==> src/rtl/battleship_pkg.sv <==
// Shared Keyboard Battleship definitions: screen codes, game states, player IDs.
package battleship_pkg;

  localparam int unsigned SCREEN_W = 6;

  // One-hot codes consumed by the display screen mux
  localparam logic [SCREEN_W-1:0] SCR_START = 6'd1;
  localparam logic [SCREEN_W-1:0] SCR_HIT   = 6'd2;
  localparam logic [SCREEN_W-1:0] SCR_MISS  = 6'd4;
  localparam logic [SCREEN_W-1:0] SCR_P1WIN = 6'd8;
  localparam logic [SCREEN_W-1:0] SCR_P2WIN = 6'd16;
  localparam logic [SCREEN_W-1:0] SCR_PLAY  = 6'd32;

  localparam logic P1 = 1'b0;
  localparam logic P2 = 1'b1;

  typedef enum logic [2:0] {
    S_IDLE   = 3'd0,
    S_AIM    = 3'd1,
    S_LOOKUP = 3'd2,
    S_SHOW   = 3'd3,
    S_WIN    = 3'd4
  } state_t;

  // Win screen for the player who just fired
  function automatic logic [SCREEN_W-1:0] win_screen(input logic shooter);
    return (shooter == P2) ? SCR_P2WIN : SCR_P1WIN;
  endfunction

endpackage

==> src/rtl/hold_timer.sv <==
// Result-screen hold counter: cleared by load, counts 0..HOLD_CYCLES-1 while enabled, sticks at terminal count.
module hold_timer #(
  parameter int unsigned HOLD_CYCLES = 100_000_000,
  parameter int unsigned HOLD_W      = 27
) (
  input  logic clk,
  input  logic rst_n,
  input  logic load,
  input  logic en,
  output logic done_c
);

  localparam logic [HOLD_W-1:0] LAST = HOLD_W'(HOLD_CYCLES - 1);

  logic [HOLD_W-1:0] count;

  assign done_c = (count == LAST);

  // Counter register; load has priority so entry to the hold always starts at zero
  always_ff @(posedge clk or negedge rst_n) begin
    if (!rst_n) begin
      count <= '0;
    end else if (load) begin
      count <= '0;
    end else if (en && !done_c) begin
      count <= count + HOLD_W'(1);
    end
  end

endmodule

==> src/rtl/turn_sequencer.sv <==
// Battleship game-flow controller: start, alternating turns, board lookup, result hold, win screen.
module turn_sequencer
  import battleship_pkg::*;
#(
  parameter int unsigned HOLD_CYCLES = 100_000_000,
  parameter int unsigned SHIP_CELLS  = 17,
  parameter int unsigned HOLD_W      = 27,
  parameter int unsigned SCORE_W     = 5
) (
  input  logic                clk,
  input  logic                rst_n,
  input  logic                start_pulse,
  input  logic                fire_pulse,
  input  logic                lookup_ack,
  input  logic                lookup_hit,
  output logic                lookup_req,
  output logic                lookup_board,
  output logic                turn,
  output logic [SCREEN_W-1:0] screen,
  output logic [SCORE_W-1:0]  p1_score,
  output logic [SCORE_W-1:0]  p2_score,
  output logic                game_over
);

  localparam logic [SCORE_W-1:0] WIN_SCORE = SCORE_W'(SHIP_CELLS);

  state_t state_q, state_d;

  logic                lookup_req_d;
  logic                turn_d;
  logic [SCREEN_W-1:0] screen_d;
  logic [SCORE_W-1:0]  p1_score_d, p2_score_d;
  logic                game_over_d;

  logic                hold_load_c, hold_en_c, hold_done_c;
  logic [SCORE_W-1:0]  shooter_score_c;
  logic                shooter_won_c;

  assign hold_load_c     = (state_q == S_LOOKUP) && lookup_ack;
  assign hold_en_c       = (state_q == S_SHOW);
  assign shooter_score_c = (turn == P2) ? p2_score : p1_score;
  assign shooter_won_c   = (shooter_score_c == WIN_SCORE);

  hold_timer #(
    .HOLD_CYCLES (HOLD_CYCLES),
    .HOLD_W      (HOLD_W)
  ) u_hold_timer (
    .clk    (clk),
    .rst_n  (rst_n),
    .load   (hold_load_c),
    .en     (hold_en_c),
    .done_c (hold_done_c)
  );

  // State register
  always_ff @(posedge clk or negedge rst_n) begin
    if (!rst_n) begin
      state_q <= S_IDLE;
    end else begin
      state_q <= state_d;
    end
  end

  // Next-state logic
  always_comb begin
    state_d = state_q;
    unique case (state_q)
      S_IDLE:   if (start_pulse) state_d = S_AIM;
      S_AIM:    if (fire_pulse)  state_d = S_LOOKUP;
      S_LOOKUP: if (lookup_ack)  state_d = S_SHOW;
      S_SHOW:   if (hold_done_c) state_d = shooter_won_c ? S_WIN : S_AIM;
      S_WIN:    if (start_pulse) state_d = S_AIM;
      default:                   state_d = S_IDLE;
    endcase
  end

  // Next values of the registered outputs
  always_comb begin
    lookup_req_d = lookup_req;
    turn_d       = turn;
    screen_d     = screen;
    p1_score_d   = p1_score;
    p2_score_d   = p2_score;
    game_over_d  = game_over;
    unique case (state_q)
      S_IDLE, S_WIN: begin
        if (start_pulse) begin
          turn_d      = P1;
          p1_score_d  = '0;
          p2_score_d  = '0;
          game_over_d = 1'b0;
          screen_d    = SCR_PLAY;
        end
      end
      S_AIM: begin
        if (fire_pulse) lookup_req_d = 1'b1;
      end
      S_LOOKUP: begin
        if (lookup_ack) begin
          lookup_req_d = 1'b0;
          if (lookup_hit) begin
            screen_d = SCR_HIT;
            // Saturating increment of the shooter's tally
            if (shooter_score_c < WIN_SCORE) begin
              if (turn == P2) p2_score_d = p2_score + SCORE_W'(1);
              else            p1_score_d = p1_score + SCORE_W'(1);
            end
          end else begin
            screen_d = SCR_MISS;
          end
        end
      end
      S_SHOW: begin
        if (hold_done_c) begin
          if (shooter_won_c) begin
            screen_d    = win_screen(turn);
            game_over_d = 1'b1;
          end else begin
            turn_d   = ~turn;
            screen_d = SCR_PLAY;
          end
        end
      end
      default: begin
        lookup_req_d = 1'b0;
        screen_d     = SCR_START;
      end
    endcase
  end

  // Output registers; the queried board always tracks the opponent of the next shooter
  always_ff @(posedge clk or negedge rst_n) begin
    if (!rst_n) begin
      lookup_req   <= 1'b0;
      lookup_board <= ~P1;
      turn         <= P1;
      screen       <= SCR_START;
      p1_score     <= '0;
      p2_score     <= '0;
      game_over    <= 1'b0;
    end else begin
      lookup_req   <= lookup_req_d;
      lookup_board <= ~turn_d;
      turn         <= turn_d;
      screen       <= screen_d;
      p1_score     <= p1_score_d;
      p2_score     <= p2_score_d;
      game_over    <= game_over_d;
    end
  end

endmodule

==> config.mk <==
export PLATFORM = sky130hd
export DESIGN_NAME = turn_sequencer
export DESIGN_NICKNAME = d
export VERILOG_FILES = /design/src/rtl/battleship_pkg.sv /design/src/rtl/hold_timer.sv /design/src/rtl/turn_sequencer.sv
export SDC_FILE = /design/constraint.sdc
export NUM_CORES = 1
export LEC_CHECK = 0
export BUFFER_PORTS_ARGS = -buffer_cell sky130_fd_sc_hd__buf_2
export CORE_MARGIN = 4
export CORE_UTILIZATION = 51
export DETAILED_ROUTE_END_ITERATION = 8
export PLACE_DENSITY = 0.7
export SLEW_MARGIN = 10
export SYNTH_ARGS = -nofsm -noshare
export SYNTH_HDL_FRONTEND = slang
export SYNTH_SLANG_ARGS = --single-unit
==> constraint.sdc <==
create_clock -name clk -period 4.54 [get_ports clk]
set_clock_uncertainty 0.2 [all_clocks]
set_input_delay 0.227 -clock clk [delete_from_list [all_inputs] [get_ports clk]]
set_output_delay 0.227 -clock clk [all_outputs]
set_load 0.1 [all_outputs]
==> impl_metrics.tcl <==
set metrics [dict create \
    die-width_um 81.9 \
    fin_tns_setup_ns 0 \
    vias 2195 \
    irDropWorstVdd_v 0.000320 \
    core_mm2 0.00520 \
    cp_common_cell "nor4_1" \
    yosys_warnings 0 \
    power_density_mw_per_mm2 501 \
    rsz0062_at_grt "false" \
    gp_congestion 0.788 \
    clock_sinks 50 \
    syn_nets 299 \
    drive_above_1_share_pct 14.7 \
    synth_edf_count 0 \
    synthCells 288 \
    fin_crit_sh_pct 59.0 \
    power.leakage_nw 1.39 \
    crit_family "simple AND/OR/NAND/NOR gates" \
    grt_max_degree 51 \
    via_per_inst 5.73 \
    root_buffer "clkbuf_8" \
    outcome "finished clean" \
    placed_cells 373 \
    cp_max_fo 9 \
    grt_pass1_vias 2163 \
    path_class "flip-flop to flip-flop" \
    worstMarginPinSlew_ns 1.11 \
    routed_wl_mm 5.68 \
    overflow 0 \
    crit_path_max_incr_delay_ns 0.69 \
    cp_cell_sequence "ha_1, nand3_1, nor4_1, and2_1, nor4_1, a311o_1" \
    antenna_cells 0 \
    combPwrFrac_pct 30.7 \
    whs_path_depth 3 \
    synthToLayoutAreaGrowth_pct 10.7 \
    min_period_ns 2.68 \
    cpMaxStageDelayCell "nor4_1" \
    ios 26 \
    cp_data_arrival_time_ns 2.67 \
    grt_pass1_wl_mm 10.3 \
    antenna_found_initial 0 \
    ys_ff_latch 50 \
    yosys-top-cells-count "48 x dfrtp_1, 39 x nor2_1, 22 x nand2_1" \
    hold_viol 0 \
    switchingPower_w 0.000611 \
    clockPowerShare_pct 24.8 \
    rows 26 \
    io_buffers 25 \
    report.final.slew_viol_count 0 \
    synthFlopType "dfrtp_1" \
    netlist_area_mm2 0.00278 \
    required_ns 4.53 \
    cp_num_buf_inv 0 \
    nNetsFinal 323 \
    synth_most_common_cell "dfrtp_1" \
    swShare_pct 39.6 \
    yosysTopAreaCellShare_pct 43.2 \
    tritoncts "built" \
    grt_usage_pct 19.3 \
    cts_buffer_depth 2 \
    setup_viol 0 \
    instances_no_fill 383 \
    maxClockFrequency_mhz 373 \
    clkTransAtPathRegs_ns 0.10 \
    synth_cell_type_count 56 \
    start_util_pct 53.4 \
    cts_setup_buffers 0 \
    crit_path_end_kind "flip-flop" \
    numCtsBuffers 5 \
    start_kind "flip-flop" \
    first_pass_iters 4 \
    async_reset_ff_share_pct 100 \
    die_h_um 81.9 \
    hpwl_mm 4.00 \
    dieArea_mm2 0.00670 \
    seq_area_frac_synth_pct 45.1 \
    hold_class "input port to flip-flop" \
    syn_area_per_cell_um2 9.66 \
    p_int_w 0.000932 \
    drt_iter0_drc 206 \
    antenna_left 0 \
    r2r_cells 6 \
    drc 0 \
    yosysTopAreaCell "dfrtp_1" \
    cts_max_level 2 \
    path_depth 6 \
    wl_per_cell_um 14.8 \
    relSlewSlack_pct 25.7 \
    max-cap-violations 0 \
    fillers 459 \
    synthTopCellsByArea "dfrtp_1 43%, nor2_1 5.3%, xor2_1 3.8%, nand3_1 3.2%, nand4_1 3.1%" \
    clk_latency_ns 0.30 \
    p_seq_share_pct 44.5 \
]
==> state kept, by name, summed over array words and instances, names as in the netlist, named ones only <==
register / count
u_hold_timer.count: 27
screen: 6
lookup_req: 1
p1_score: 5
lookup_board: 1
p2_score: 5
game_over: 1
state_q: 3
==> cell usage in the layout, fill, tap and decap left out, drive strengths merged, types with 2 or more instances in the layout <==
cell / count
and2: 4
a22o: 4
nand2b: 2
a21oi: 13
mux2i: 8
nand3b: 3
dfrtp: 48
and4: 3
o21ai: 7
and3: 7
nor4: 7
a31oi: 2
a211oi: 4
or4: 2
bufinv: 2
inv: 8
nand2: 22
o41ai: 2
nor2: 39
nand4: 14
xnor2: 9
dfstp: 2
buf: 27
nor3: 3
xor2: 12
clkbuf: 6
nand4b: 3
a311oi: 2
ha: 5
a21o: 3
nand3: 18
dlygate4sd3: 2
o31ai: 2
==> stage by stage <==
stage          power, W  util [%]  hold slack, ns  worst slack (ns)  cell area [µm²]
2_1_floorplan   0.00107         -          -0.269              1.63             2780
3_3_place_gp    0.00116      56.0           0.174              1.91             2920
3_5_place_dp    0.00116      56.0           0.179              1.91             2920
4_1_cts         0.00155      59.1          0.0331              1.88             3080
5_1_grt         0.00164      59.1          0.0451              1.58             3080
6_report        0.00154      59.1          0.0371              1.86             3080
==> final cells by class <==
class	instances	area (µm²)	area share, %
clock buffer	6	82.6	2.68
multi-input combinational	218	1400	45.6
inverter	8	30.0	0.976
timing repair buffer	29	160	5.20
tap	70	87.6	2.85
sequential	50	1250	40.7
clock inverter	2	60.1	1.95
==> power groups by stage <==
stage	Sequential (W)	Clock (W)	Combinational [W]
floorplan	0.000854	0	0.000212
global placement	0.000690	0	0.000467
detailed placement	0.000690	0	0.000474
CTS	0.000683	0.000391	0.000478
global route	0.000708	0.000408	0.000519
finish	0.000687	0.000383	0.000473
==> tightest hold or removal path, stage by stage <==
cell and delay (ns):
buf_2 0.11, nand3b_1 0.11, nand2_1 0.05
==> repair_timing <==
item	4_1_cts	5_1_grt
endpoints found under the hold margin	50	0
resized for setup	0	0
hold buffers	2	0
==> routing by layer <==
| layer | part of all wire [%] | vias to the layer above | routed length [µm] | GRT usage (%) |
|---|---|---|---|---|
| li1 | - | 1096 | - | - |
| met1 | 48 | 1041 | 2740 | 26.7 |
| met2 | 47 | 52 | 2660 | 31.4 |
| met3 | 3.5 | 6 | 200 | 3.29 |
| met4 | 1.4 | 0 | 82 | 5.15 |
| met5 | 0 | - | 0 | 0 |
==> kinds of logic (layout without fill, tap and decap cells) <==
| group | after synthesis | in the layout | synth area share [%] |
|---|---|---|---|
| XOR/XNOR | 21 | 21 | 6.61 |
| multiplexers | 8 | 8 | 2.88 |
| adder cells (fa/ha/maj) | 5 | 5 | 2.25 |
| flip-flops | 50 | 50 | 45.1 |
| AO/OA/AOI/OAI | 49 | 49 | 12.7 |
| buffers and inverters | 20 | 45 | 4.45 |
| AND/OR/NAND/NOR | 135 | 135 | 26.0 |
==> worst paths after layout <==
check,start,end,slack [ns]
max,u_hold_timer.count[1]$_DFFE_PN0P_,u_hold_timer.count[1]$_DFFE_PN0P_,1.86
min,start_pulse,state_q[2]$_DFFE_PN0P_,0.04
max reg2reg,u_hold_timer.count[1]$_DFFE_PN0P_,u_hold_timer.count[1]$_DFFE_PN0P_,1.86
min reg2reg,screen[2]$_DFFE_PN0P_,screen[2]$_DFFE_PN0P_,0.30
max in group asynchronous,rst_n,u_hold_timer.count[26]$_DFFE_PN0P_,3.34
min in group asynchronous,rst_n,game_over$_DFFE_PN0P_,0.36
Note: power is estimated with default switching activity, not from simulation.
